--- src/rtl/frequency_meter.sv ---
// frequency_meter: counts rising edges of sig_in over a gate window of
// GATE_CYCLES clk cycles and publishes the count, a saturation flag and a
// one-cycle valid pulse at the end of every window while en stays high.
// Optional feature macro: FREQ_METER_SYNC_EN adds a two-flop input
// synchronizer in front of the edge detector (default: single sample flop).
module frequency_meter #(
  parameter int GATE_CYCLES = 50_000_000,
  parameter int COUNT_W     = 32
) (
  input  logic               clk,
  input  logic               reset,
  input  logic               en,
  input  logic               sig_in,
  output logic [COUNT_W-1:0] freq_out,
  output logic               valid,
  output logic               ovf,
  output logic               busy
);

  localparam int                 GATE_W    = (GATE_CYCLES > 1) ? $clog2(GATE_CYCLES) : 1;
  localparam logic [GATE_W-1:0]  GATE_LAST = GATE_W'(GATE_CYCLES - 1);
  localparam logic [COUNT_W-1:0] COUNT_MAX = '1;

  typedef enum logic [1:0] {
    IDLE,
    ARM,
    MEASURE
  } state_t;

  state_t             state;
  state_t             state_next;
  logic               sig_s;
  logic               sig_d;
  logic               sig_edge;
  logic [GATE_W-1:0]  gate_cnt;
  logic [COUNT_W-1:0] edge_cnt;
  logic               sticky_ovf;
  logic               counting;
  logic               window_end;
  logic               cnt_at_max;

`ifdef FREQ_METER_SYNC_EN
  logic sig_meta;

  // Two-flop synchronizer: sig_in is asynchronous to clk
  always_ff @(posedge clk or posedge reset) begin
    if (reset) begin
      sig_meta <= 1'b0;
      sig_s    <= 1'b0;
    end else begin
      sig_meta <= sig_in;
      sig_s    <= sig_meta;
    end
  end
`else
  // Single sample register: sig_in is already synchronous to clk
  always_ff @(posedge clk or posedge reset) begin
    if (reset) begin
      sig_s <= 1'b0;
    end else begin
      sig_s <= sig_in;
    end
  end
`endif

  // Edge-detect history; loading it during ARM hides an already-high level
  always_ff @(posedge clk or posedge reset) begin
    if (reset) begin
      sig_d <= 1'b0;
    end else begin
      sig_d <= sig_s;
    end
  end

  assign sig_edge   = sig_s & ~sig_d;
  assign cnt_at_max = (edge_cnt == COUNT_MAX);

  // State register
  always_ff @(posedge clk or posedge reset) begin
    if (reset) begin
      state <= IDLE;
    end else begin
      state <= state_next;
    end
  end

  // Next-state logic: dropping en anywhere in MEASURE aborts the window
  always_comb begin
    state_next = state;
    case (state)
      IDLE:    if (en) state_next = ARM;
      ARM:     state_next = MEASURE;
      MEASURE: if (!en) state_next = IDLE;
      default: state_next = IDLE;
    endcase
  end

  // Output decode: counting only while measuring with en still high
  always_comb begin
    counting   = (state == MEASURE) && en;
    window_end = counting && (gate_cnt == GATE_LAST);
  end

  // Gate and edge counters; cleared outside MEASURE and at each window end
  always_ff @(posedge clk or posedge reset) begin
    if (reset) begin
      gate_cnt   <= '0;
      edge_cnt   <= '0;
      sticky_ovf <= 1'b0;
    end else if (!counting || window_end) begin
      gate_cnt   <= '0;
      edge_cnt   <= '0;
      sticky_ovf <= 1'b0;
    end else begin
      gate_cnt <= gate_cnt + GATE_W'(1);
      if (sig_edge) begin
        if (cnt_at_max) begin
          sticky_ovf <= 1'b1;
        end else begin
          edge_cnt <= edge_cnt + COUNT_W'(1);
        end
      end
    end
  end

  // Publish the result, including an edge on the window-end cycle itself
  always_ff @(posedge clk or posedge reset) begin
    if (reset) begin
      freq_out <= '0;
      ovf      <= 1'b0;
      valid    <= 1'b0;
      busy     <= 1'b0;
    end else begin
      valid <= window_end;
      busy  <= (state != IDLE);
      if (window_end) begin
        freq_out <= (sig_edge && !cnt_at_max) ? edge_cnt + COUNT_W'(1) : edge_cnt;
        ovf      <= sticky_ovf | (sig_edge & cnt_at_max);
      end
    end
  end

endmodule

--- config.mk ---
export PLATFORM = sky130hd
export DESIGN_NAME = frequency_meter
export DESIGN_NICKNAME = d
export VERILOG_FILES = /design/src/rtl/frequency_meter.sv
export SDC_FILE = /design/constraint.sdc
export NUM_CORES = 1
export LEC_CHECK = 0
export ABC_AREA = 1
export CORE_AREA = 2 2 118 120
export CTS_BUF_LIST = sky130_fd_sc_hd__clkbuf_2 sky130_fd_sc_hd__clkbuf_4 sky130_fd_sc_hd__clkbuf_8
export CTS_CLUSTER_SIZE = 30
export DETAILED_ROUTE_END_ITERATION = 8
export DIE_AREA = 0 0 120 122
export PLACE_DENSITY = 0.6
export SLEW_MARGIN = 20
export SYNTH_ARGS = -nofsm -noshare
export SYNTH_HDL_FRONTEND = slang
export SYNTH_SLANG_ARGS = --single-unit
--- constraint.sdc ---
create_clock -name clk -period 2.9 [get_ports clk]
set_input_delay 0.435 -clock clk [delete_from_list [all_inputs] [get_ports clk]]
set_output_delay 0.435 -clock clk [all_outputs]
set_load 0.05 [all_outputs]
* After elaboration in Yosys (flattened, before gate mapping)
Index checks and enable logic that the tools add are counted. Widths: inputs -> output; s select.
Word-level totals: register bits 98, bits in latches 0, bits in writable memories 0, memory bits (read-only) 0, bits of input ports 4, output and inout bits 35, word-level logic and storage cells 47, memories 0
Operators by class: $add $sub $neg 2, $mul 0, div/mod/pow operators 0, order comparisons 0, eq/ne operators 7, shift operators 0, mux-type cells 11, bitwise gates (word level) 4, reduce and logical (&&, ||, !) cells 13
Operator list (count):
- $mux 32 | 4
- $add 32x1->32 const B | 1
- $eq 32x32->1 const B | 1
- $add 26x1->26 const B | 1
- $eq 26x26->1 const B | 1
- $mux 26 | 1
- $pmux 2 s3 | 1
- $reduce_and 2->1 | 3
- $reduce_bool 2->1 | 3
- $mux 2 | 2
- $ne 2x2->1 const B | 2
- $logic_and 1x1->1 | 3
- $mux 1 | 3
- $and 1x1->1 | 2
- $eq 2x1->1 const B | 1
- $eq 2x2->1 const B | 1
- $logic_not 1->1 | 2
- $logic_not 2->1 | 1
- $ne 2x1->1 const B | 1
- $logic_or 1x1->1 | 1
- $not 1->1 | 1
- $or 1x1->1 | 1

* Depth between registers and ports, before layout
Gate-level depths: netlist of run 1.
word-level depth 6, mapped depth 13

* Worst setup path before layout of run 1
OpenSTA, ideal clock, no wires.
path kind reg2reg, start register edge_cnt[0], end register freq_out[21], data arrival time 1.604 ns, required time 2.782 ns, setup slack 1.179 ns, cell stages (with the launch flop) 13, buffers on the path 2, period minus slack after synthesis 1.721 ns, cell sequence dfrtp_1 ha_1 nand2_2 nor2_4 nand2_4 nor2_4 nand3_2 buf_6 buf_6 nand3b_1 nand2_1 nand2_1 nand2_1
On the way: longest elaborated chain between the ends 4
Ends and longest elaborated chain:
- start: declaration | line 36 | logic [COUNT_W-1:0] edge_cnt;
- start signal: assignment | line 120 | edge_cnt <= edge_cnt + COUNT_W'(1);
- branches (longest 3 deep; another with $add 32x1->32)
- $mux 32 * | line 137 | freq_out <= (sig_edge && !cnt_at_max) ? edge_cnt + COUNT_W'(1) : edge_cnt;
- end signal: assignment | line 137
- end: declaration | line 14 | output logic [COUNT_W-1:0] freq_out,
Every way passes the cells marked *. A chain may end at the register's enable or synchronous reset.

* Worst setup path in the final report of run 1
start register edge_cnt[1], end register freq_out[20]
The elaborated chain is that of the path after synthesis.

==> summary.md, run 1 <==
| Metric | Value |
|---|---|
| Critical path cell sequence | `ha_1 > nand2_2 > nor2_4 > nand2_4 > nor2_4 > nand3_2 > nand2_1 > nand2_1 > nand2_1 > nand2_1 > nand2_1` |
| Worst EP required | `3220 ps` |
| # resized after CTS | `0` |
| Main synth FF type | `dfrtp_1` |
| Post-Syn Nets | `726` |
| Post-synthesis compound-gate area fraction | `0.03867` |
| Initial DRC Count | `282` |
| Synth Area in Adders | `0.004774` |
| Worst Hold Path Cells | `0` |
| Simple-Gate Fraction of Synth Area | `0.3779` |
| Placed cell count | `928` |
| Sequential share of the synthesized area | `0.4679` |
| Slew HR | `0.6533` |
| Post-CTS Hold Buffers | `0` |
| Vias per Instance | `4.784` |
| FF-to-FF End | `freq_out[20]$_DFFE_PP0P_` |
| Routability cong. | `0.9260` |
| Pre-CTS WS | `743.1 ps` |
| Outcome | `completed` |
| Worst-margin pin slew | `520.1 ps` |
| Worst hold path type | `reg2reg` |
| Max-slew violation count | `0` |
| Layout cell share with drive strength beyond 1 | `0.04456` |
| Setup crit end kind | `flop` |
| Clk pwr share | `0.327` |
| Final Non-Filler Cells | `943` |
| Syn. warnings | `0` |
| Final setup violation count | `0` |
| Starting Density | `0.3881` |
| CORE AREA | `0.01350 mm2` |
| Max Freq | `464.3 MHz` |
| XOR/XNOR share of the synthesized area | `0.03843` |
| Clock Skew | `9.333 ps` |
| Most numerous cell in the Yosys netlist | `nand2_1` |
| Setup Buffers After CTS | `0` |
| Total global-route track usage | `0.1792` |
| Clock slew at the register clock pins of the worst setup and hold paths | `90 ps` |
| Clock Path Buffers | `2` |
| Delay-heaviest family, CP | `simple AND/OR/NAND/NOR gates` |
| Slowest stage cell on the critical path | `dfrtp_1` |
| Synth cell types | `27` |
| Largest net degree at the start of global routing | `99` |
| Ys async rst share | `1.000` |
| DRC | `0` |
| Setup ws final | `746.1 ps` |
| Layout Area Growth over Synthesis | `14.39%` |
| Post-synth EDFFs | `0` |
| Data arrival, critical path | `2470 ps` |
| Leakage power | `2.895 nW` |
| Avg Cell Area, Syn | `7.280 um2` |
| Mapped Cells | `720` |
| Delay of the slowest cell on the worst path | `400 ps` |
| R2r worst-path depth | `11` |
| Final nets | `765` |
| Gr ovfl total | `0` |
| Top cells by area, synth | `dfrtp_1 (47%), nand2_1 (21%), nor2_1 (6.7%)` |
| Worst skew pair latency | `380 ps` |
| Switching power share of the total | `0.2689` |
| Setup TNS Final | `0 ps` |
| Total clock sinks | `98` |
| DR vias | `4511` |
| Top cells by count, synth | `nand2_1 (292), dfrtp_1 (98), nor2_1 (93)` |
| Worst R2R Start | `edge_cnt[1]$_DFFE_PP0P_` |
| CP max FO | `13` |
| CTS tree | `yes` |
| Cell mode on critical path | `nand2_1` |
| Reg2reg setup slack | `750 ps` |
| Global-route wire length before repair | `20890 um` |
| Crit path buf inv count | `0` |
| Crit Path Class | `reg2reg` |
| Worst setup SP type | `flop` |
| Post-DRT Antenna Nets | `0` |
| Initial antenna violation count | `0` |
| Internal power | `1.760 mW` |
| Area leader, netlist | `dfrtp_1` |
| TritonCTS buffer count | `9` |
| PortBufs | `38` |
| Fillers | `1375` |
| CTS root buffer | `clkbuf_8` |
| Sw power | `0.6472 mW` |
| Vias in the first global route | `4439` |
| Worst vdd ir | `0.3077 mV` |
| Largest family of logic cells by synthesized area | `simple AND/OR/NAND/NOR gates` |
| Post-Route WL | `12090 um` |
| Site Rows | `43` |
| Synth Register Bits | `98` |
| Post-route minimum period | `2154 ps` |
| Mapped Area | `0.005241 mm2` |
| Comb pwr share | `0.089` |
| Seq pwr share | `0.585` |
| Drt wl/cell | `12.82 um` |
| Final Hold Fails | `0` |
| DPL Wire Length | `8610 um` |
| Area fraction of the dominant cell type after synthesis | `0.4679` |
| Die height | `122 um` |
| DIE AREA | `0.01464 mm2` |
| P per Cell Area | `401.5 mW/mm2` |
| H-tree depth | `3` |
| RSZ-0062 raised after global routing | `false` |
| WHS Endpoint | `sig_d$_DFF_PP0_` |
| Max Cap Viol | `0` |
| Utilization after layout | `0.4440` |
| DRT Pass-1 Iters | `4` |
| Die X | `120 um` |
| HP Start | `sig_s$_DFF_PP0_` |
| N_diodes | `0` |
| Final Cycle Share | `0.7427` |
| Mux cell area share after synthesis | `0` |
| Ports | `39` |
[worst max-delay path by stage]
stage,slack (ps),endpoint,from,depth (start not counted)
after floorplan,1180,freq_out[21]$_DFFE_PP0P_,edge_cnt[0]$_DFFE_PP0P_,12
after global placement,780,freq_out[20]$_DFFE_PP0P_,edge_cnt[1]$_DFFE_PP0P_,11
after detailed placement,740,freq_out[1]$_DFFE_PP0P_,en,9
after CTS,720,freq_out[20]$_DFFE_PP0P_,edge_cnt[1]$_DFFE_PP0P_,11
after global routing,510,freq_out[20]$_DFFE_PP0P_,edge_cnt[1]$_DFFE_PP0P_,11
final,750,freq_out[20]$_DFFE_PP0P_,edge_cnt[1]$_DFFE_PP0P_,11
[state kept, by name, indices dropped and copies added, names as in the netlist]
name        cells
busy            1
edge_cnt       32
freq_out       32
gate_cnt       26
ovf             1
sig_d           1
sig_s           1
state           2
sticky_ovf      1
valid           1
[power groups by stage]
stage	registers, mW	clock network [mW]	logic (mW)
final	1.41	0.786	0.213
after global routing	1.41	0.869	0.237
after CTS	1.41	0.821	0.219
after detailed placement	1.43	0	0.219
after global placement	1.43	0	0.219
after floorplan	1.46	0	0.120
[through the flow]
step	area [um2]	total power [mW]	hold WS, ps
floorplan	5245	1.577	354.0
global placement	5832	1.651	363.6
detailed placement	5832	1.652	362.3
CTS	5996	2.448	384.6
global route	5996	2.517	395.4
finish	5996	2.407	382.3
[cell type report]
cell class	count	area [um2]	share of cell area
Sequential cell	98	2452	0.4090
Tap cell	180	225.2	0.03756
Multi-Input combinational cell	533	2410	0.4019
Inverter	72	274.0	0.04570
Clock buffer	10	131.4	0.02191
Clock inverter	5	32.53	0.005426
Timing Repair Buffer	45	470.5	0.07846
[kinds of logic (layout without fill, tap and decap cells)]
logic type               after synthesis  count (layout)
adder cells (fa/ha/maj)                2               2
flip-flops                            98              98
AO/OA/AOI/OAI                         39              39
XOR/XNOR                              23              23
AND/OR/NAND/NOR                      469             469
buffers and inverters                 89             132
[metal layers]
metal | vias up | GRT usage | wire, um
met5 | - | 0 | 0
li1 | 2302 | - | -
met3 | 17 | 0.03886 | 501
met2 | 84 | 0.2706 | 5336
met4 | 0 | 0.06838 | 227
met1 | 2108 | 0.2520 | 6023
[cell usage in the layout, fill, tap and decap left out]
| master | n |
|---|---|
| nor3_1 | 19 |
| and3_1 | 1 |
| nand3_2 | 2 |
| o21ai_2 | 1 |
| nand2_4 | 1 |
| xor2_1 | 13 |
| clkdlybuf4s50_1 | 38 |
| ha_1 | 2 |
| nand3b_1 | 21 |
| clkinvlp_4 | 4 |
| o22ai_1 | 1 |
| clkbuf_8 | 9 |
| o211ai_1 | 1 |
| buf_12 | 3 |
| nand2_2 | 2 |
| nand2_1 | 292 |
| nor2_4 | 4 |
| clkinv_2 | 2 |
| inv_2 | 1 |
| and2_1 | 1 |
| clkbuf_4 | 1 |
| nand3_1 | 20 |
| inv_1 | 70 |
| xnor2_1 | 10 |
| dfrtp_1 | 98 |
| nand4_1 | 13 |
| o21ai_0 | 2 |
| a21oi_1 | 34 |
| buf_4 | 4 |
| nor2_1 | 93 |
Note: power is estimated with default switching activity, not from simulation.
==> run 2, diff against run 1 <==
clock period = 1.9 ns   (was 2.9 ns; I/O delays follow)
==> run 2 against run 1 <==
Register-to-register slack lost 670 ps. Clock-buffer cell count is 2 higher. Total power rose by 61%. Core utilization increased by 2.9 points. Combinational power increased by 91%. Die area stayed put. Sequential cell count is the same. Global-route usage increased by 0.25 points. Sequential power rose by 52%. Wire length increased by 4.4%. Clock skew is 2.3 ps lower. Clock power grew 68%. Critical path type is now reg2out. Critical endpoint is now freq_out[13]. Largest power group unchanged. Highest routed layer unchanged.
==> summary.md, run 2 (synthesis gave the netlist of run 1 again) <==
| Metric | Value |
|---|---|
| Clk pwr share | `0.341` |
| DRC | `0` |
| Final Cycle Share | `0.9771` |
| Post-route minimum period | `1857 ps` |
| Switching power share of the total | `0.2703` |
| Setup ws final | `43.44 ps` |
| H-tree depth | `3` |
| Routability cong. | `0.8738` |
| Worst hold path type | `in2reg` |
| Post-CTS Hold Buffers | `0` |
| DRT Pass-1 Iters | `6` |
| Max Cap Viol | `0` |
| Drt wl/cell | `13.04 um` |
| Critical path cell sequence | `clkdlybuf4s50_1` |
| DPL Wire Length | `8933 um` |
| CORE AREA | `0.01350 mm2` |
| Site Rows | `43` |
| Comb pwr share | `0.105` |
| Global-route wire length before repair | `21060 um` |
| Data arrival, critical path | `1570 ps` |
| CP max FO | `2` |
| Worst setup SP type | `flop` |
| Total clock sinks | `98` |
| Slowest stage cell on the critical path | `clkdlybuf4s50_1` |
| Sw power | `1.047 mW` |
| P per Cell Area | `606.3 mW/mm2` |
| Layout Area Growth over Synthesis | `21.91%` |
| Leakage power | `3.212 nW` |
| Setup TNS Final | `0 ps` |
| Seq pwr share | `0.554` |
| DIE AREA | `0.01464 mm2` |
| N_diodes | `0` |
| Max-slew violation count | `0` |
| Placed cell count | `945` |
| Initial antenna violation count | `0` |
| Pre-CTS WS | `67.19 ps` |
| Clock Path Buffers | `2` |
| Delay-heaviest family, CP | `buffers and inverters` |
| Final Hold Fails | `0` |
| Ports | `39` |
| Vias in the first global route | `4460` |
| Utilization after layout | `0.4732` |
| Post-Route WL | `12620 um` |
| Post-DRT Antenna Nets | `0` |
| Worst-margin pin slew | `527.5 ps` |
| Slew HR | `0.6483` |
| TritonCTS buffer count | `9` |
| Max Freq | `538.6 MHz` |
| Highest-count cells in the layout ignoring fill and taps | `nand2_1 (287), dfrtp_1 (98), nor2_1 (85)` |
| Worst EP required | `1620 ps` |
| DR vias | `4630` |
| Setup crit end kind | `primary output` |
| Layout cell share with drive strength beyond 1 | `0.09898` |
| Top Registers | `edge_cnt (32), freq_out (32), gate_cnt (26)` |
| Delay of the slowest cell on the worst path | `810 ps` |
| PortBufs | `38` |
| Final setup violation count | `0` |
| Final nets | `789` |
| Clock slew at the register clock pins of the worst setup and hold paths | `90 ps` |
| Internal power | `2.827 mW` |
| Initial DRC Count | `386` |
| Crit Path Class | `reg2out` |
| Total global-route track usage | `0.1817` |
| Die X | `120 um` |
| Final Non-Filler Cells | `968` |
| RSZ-0062 raised after global routing | `true` |
| Gr ovfl total | `0` |
| Outcome | `completed` |
| Vias per Instance | `4.783` |
| Clock Skew | `7.053 ps` |
| Die height | `122 um` |
| Leading cell type in the layout, fill and taps excluded | `nand2_1` |
| CTS root buffer | `clkbuf_8` |
| Worst skew pair latency | `390 ps` |
| Starting Density | `0.3881` |
| Worst vdd ir | `0.5366 mV` |
| Crit path buf inv count | `1` |
| Largest net degree at the start of global routing | `99` |
| CTS tree | `yes` |
-- run 2: final cells by class --
| type | count | area [um2] |
|---|---|---|
| Tap cell | 180 | 225.2 |
| Sequential cell | 98 | 2452 |
| Clock inverter | 4 | 26.28 |
| Timing Repair Buffer | 69 | 770.7 |
| Multi-Input combinational cell | 533 | 2482 |
| Clock buffer | 12 | 158.9 |
| Inverter | 72 | 274.0 |
| Fill cell | 1349 | 7114 |
-- run 2: path summary, 6_finish.rpt --
kind	start	end	slack, ps	cells after the start
worst max-delay path	freq_out[13]$_DFFE_PP0P_	freq_out[13]	40	1
worst max register to register	gate_cnt[0]$_DFF_PP0_	ovf$_DFFE_PP0P_	80	11
max in group asynchronous	reset	edge_cnt[24]$_DFFE_PP0P_	1120	3
worst min-delay path	sig_in	sig_s$_DFF_PP0_	330	1
worst min register to register	sig_s$_DFF_PP0_	sig_d$_DFF_PP0_	390	0
min in group asynchronous	reset	sig_s$_DFF_PP0_	380	3
-- run 2: metrics by stage --
stage	power (mW)	hold WS, ps	cell area, um2
after global routing	4.062	317.7	6390
after global placement	2.573	371.5	6010
after detailed placement	2.581	374.1	6010
final	3.874	326.7	6390
after floorplan	2.406	316.4	5245
after CTS	3.908	309.7	6192
-- run 2: power groups by stage --
stage	clock [mW]	sequential, mW	combinational (mW)
6_report	1.32	2.15	0.407
4_1_cts	1.37	2.15	0.394
3_5_place_dp	0	2.19	0.393
2_1_floorplan	0	2.22	0.184
3_3_place_gp	0	2.19	0.386
5_1_grt	1.46	2.15	0.449
-- run 2: per-layer routing --
layer  vias up  global-route usage  wire [um]
met5         -                   0          0
met4         0             0.06471        228
met3        14             0.03511        487
met2        81              0.2859       5775
met1      2187              0.2505       6132
li1       2348                   -          -
-- run 2: timing repair --
| action | 4_1_cts | 5_1_grt |
|---|---|---|
| endpoints found under the setup margin | 2 | 97 |
| pin swaps | 0 | 14 |
| gates cloned | 0 | 1 |
| hold endpoints to repair | 0 | 0 |
| gates resized for setup | 2 | 40 |
| buffers inserted | 0 | 6 |
==> run 3, diff against run 2 <==
CORE_AREA = 2 2 136 138   (was 2 2 118 120)
DIE_AREA = 0 0 138 140   (was 0 0 120 122)
HOLD_SLACK_MARGIN = 0.15   (was default)
PLACE_DENSITY = 0.48   (was 0.6)
REMOVE_ABC_BUFFERS = 1   (was default)
==> run 3 against run 2 <==
Clock-buffer cell count stayed put. Global-route usage is 3.9 points lower. Register-to-register slack better by 60 ps. Final cell count is 6.1% higher. Total power is 2.5% higher. Wire length is 2.5% higher. Core utilization is 11 points lower. Worst hold slack worse by 130 ps. Fmax is 1.2% higher. Clock power is 8% higher. Critical endpoint is now freq_out[11]. Largest cell class unchanged.
==> summary.md, run 3 (synthesis gave the netlist of run 1 again) <==
| Metric | Value |
|---|---|
| Outcome | `completed` |
| Post-route minimum period | `1835 ps` |
| Final Hold Fails | `0` |
| Crit path buf inv count | `1` |
| Die height | `140 um` |
| Pre-CTS WS | `20.49 ps` |
| Reg area | `0.002452 mm2` |
| Worst setup path endpoint | `freq_out[11]` |
| Leakage power | `3.255 nW` |
| CTS tree | `yes` |
| Worst R2R Start | `edge_cnt[1]$_DFFE_PP0P_` |
| Clk pwr share | `0.358` |
| Vias in the first global route | `4535` |
| Gr ovfl total | `0` |
| Footprint of the multi-input gates | `0.002456 mm2` |
| Switching power share of the total | `0.2604` |
| Setup crit end kind | `primary output` |
| Worst-margin pin slew | `512.6 ps` |
| Final setup violation count | `0` |
| Data arrival, critical path | `1550 ps` |
| Seq pwr share | `0.540` |
| Layout cell share with drive strength beyond 1 | `0.1003` |
| CP max FO | `2` |
| FF-to-FF End | `freq_out[22]$_DFFE_PP0P_` |
| Clock Skew | `11.38 ps` |
| Leading cell type in the layout, fill and taps excluded | `nand2_1` |
| Final Cycle Share | `0.9660` |
| Initial DRC Count | `295` |
| DIE AREA | `0.01932 mm2` |
| Top Registers | `edge_cnt (32), freq_out (32), gate_cnt (26)` |
| Site Rows | `49` |
| Die X | `138 um` |
| Max Freq | `544.8 MHz` |
| Overall power | `3.971 mW` |
| Max Cap Viol | `0` |
| Post-DRT Antenna Nets | `0` |
| Layout Area Growth over Synthesis | `23.47%` |
| Ports | `39` |
| Max-slew violation count | `0` |
| DPL Wire Length | `9526 um` |
| Clock slew at the register clock pins of the worst setup and hold paths | `100 ps` |
| P per Cell Area | `613.7 mW/mm2` |
| Slowest stage cell on the critical path | `clkdlybuf4s50_1` |
| Critical path cell sequence | `clkdlybuf4s50_1` |
| Delay-heaviest family, CP | `buffers and inverters` |
| Starting Density | `0.2948` |
| Comb pwr share | `0.102` |
| PortBufs | `38` |
| Drt wl/cell | `12.60 um` |
| Fillers | `1906` |
| H-tree depth | `3` |
| Worst skew pair latency | `380 ps` |
| Global-route wire length before repair | `22540 um` |
| Reg2reg setup slack | `140 ps` |
| Crit Path Class | `reg2out` |
| Setup ws final | `64.57 ps` |
| Worst hold path type | `in2async` |
| Highest-count cells in the layout ignoring fill and taps | `nand2_1 (291), dfrtp_1 (98), nor2_1 (86)` |
| Total global-route track usage | `0.1431` |
| Post-CTS Hold Buffers | `0` |
| DRT Pass-1 Iters | `4` |
| Internal power | `2.937 mW` |
| Final nets | `799` |
| Initial antenna violation count | `0` |
| Worst Setup SP | `freq_out[11]$_DFFE_PP0P_` |
| Clock Path Buffers | `2` |
| Stages on the worst setup path | `1` |
| Sw power | `1.034 mW` |
| Worst EP required | `1620 ps` |
| Vias per Instance | `4.364` |
| N_diodes | `0` |
| Routability cong. | `0.8524` |
| Slew HR | `0.6577` |
| Post-Route WL | `12940 um` |
| Worst setup SP type | `flop` |
| Worst vdd ir | `0.5468 mV` |
| Largest net degree at the start of global routing | `39` |
| Total clock sinks | `98` |
| R2r worst-path depth | `13` |
| DRC | `0` |
| CTS root buffer | `clkbuf_8` |
| Delay of the slowest cell on the worst path | `800 ps` |
| CORE AREA | `0.01778 mm2` |
| TritonCTS buffer count | `9` |
| DR vias | `4482` |
## run 3: power by group through the flow
stage               combinational [mW]  clock, mW  sequential, mW
floorplan                        0.160          0            2.22
global placement                 0.412          0            2.18
detailed placement               0.407          0            2.18
CTS                              0.411       1.50            2.14
global route                     0.451       1.57            2.15
finish                           0.407       1.42            2.14
## run 3: cell type report
type / count / area share
Timing Repair Buffer: 79 / 0.1235
Tap cell: 229 / 0.04428
Clock buffer: 12 / 0.02359
Inverter: 72 / 0.04215
Sequential cell: 98 / 0.3790
Multi-Input combinational cell: 533 / 0.3795
Clock inverter: 4 / 0.007927
## run 3: routing by layer
metal  GRT usage  wire length [um]  vias to the layer above
met5           0                 0                        -
met4     0.04082               186                        0
met3     0.03316               229                       13
met2      0.2392              6118                       43
met1      0.1864              6405                     2053
li1            -                 -                     2373
## run 3: how the worst min path moves through the flow
stage / startpoint / slack, ps / end
3_5_place_dp: sig_s$_DFF_PP0_ / 370 / sig_d$_DFF_PP0_
5_1_grt: reset / 200 / freq_out[12]$_DFFE_PP0P_
4_1_cts: reset / 190 / busy$_DFF_PP0_
6_report: reset / 200 / busy$_DFF_PP0_
3_3_place_gp: sig_s$_DFF_PP0_ / 360 / sig_d$_DFF_PP0_
2_1_floorplan: sig_in / 320 / sig_s$_DFF_PP0_
## run 3: stage by stage
stage / instance area, um2 / hold slack (ps) / TNS [ps] / util / std cells
2_1_floorplan: 5132 / 316.4 / -103100 / - / 703
3_3_place_gp: 6177 / 355.7 / 0 / 0.3474 / 1007
3_5_place_dp: 6177 / 371.0 / 0 / 0.3474 / 1007
4_1_cts: 6376 / 187.6 / 0 / 0.3586 / 1023
5_1_grt: 6471 / 201.0 / -1.196 / 0.3640 / 1027
6_report: 6471 / 199.5 / 0 / 0.3640 / 1027
## run 3: timing repair
action,4_1_cts,5_1_grt
endpoints found under the hold margin,0,0
setup buffers,0,4
endpoints found under the setup margin,4,38
pin swaps,0,0
gates resized for setup,4,20
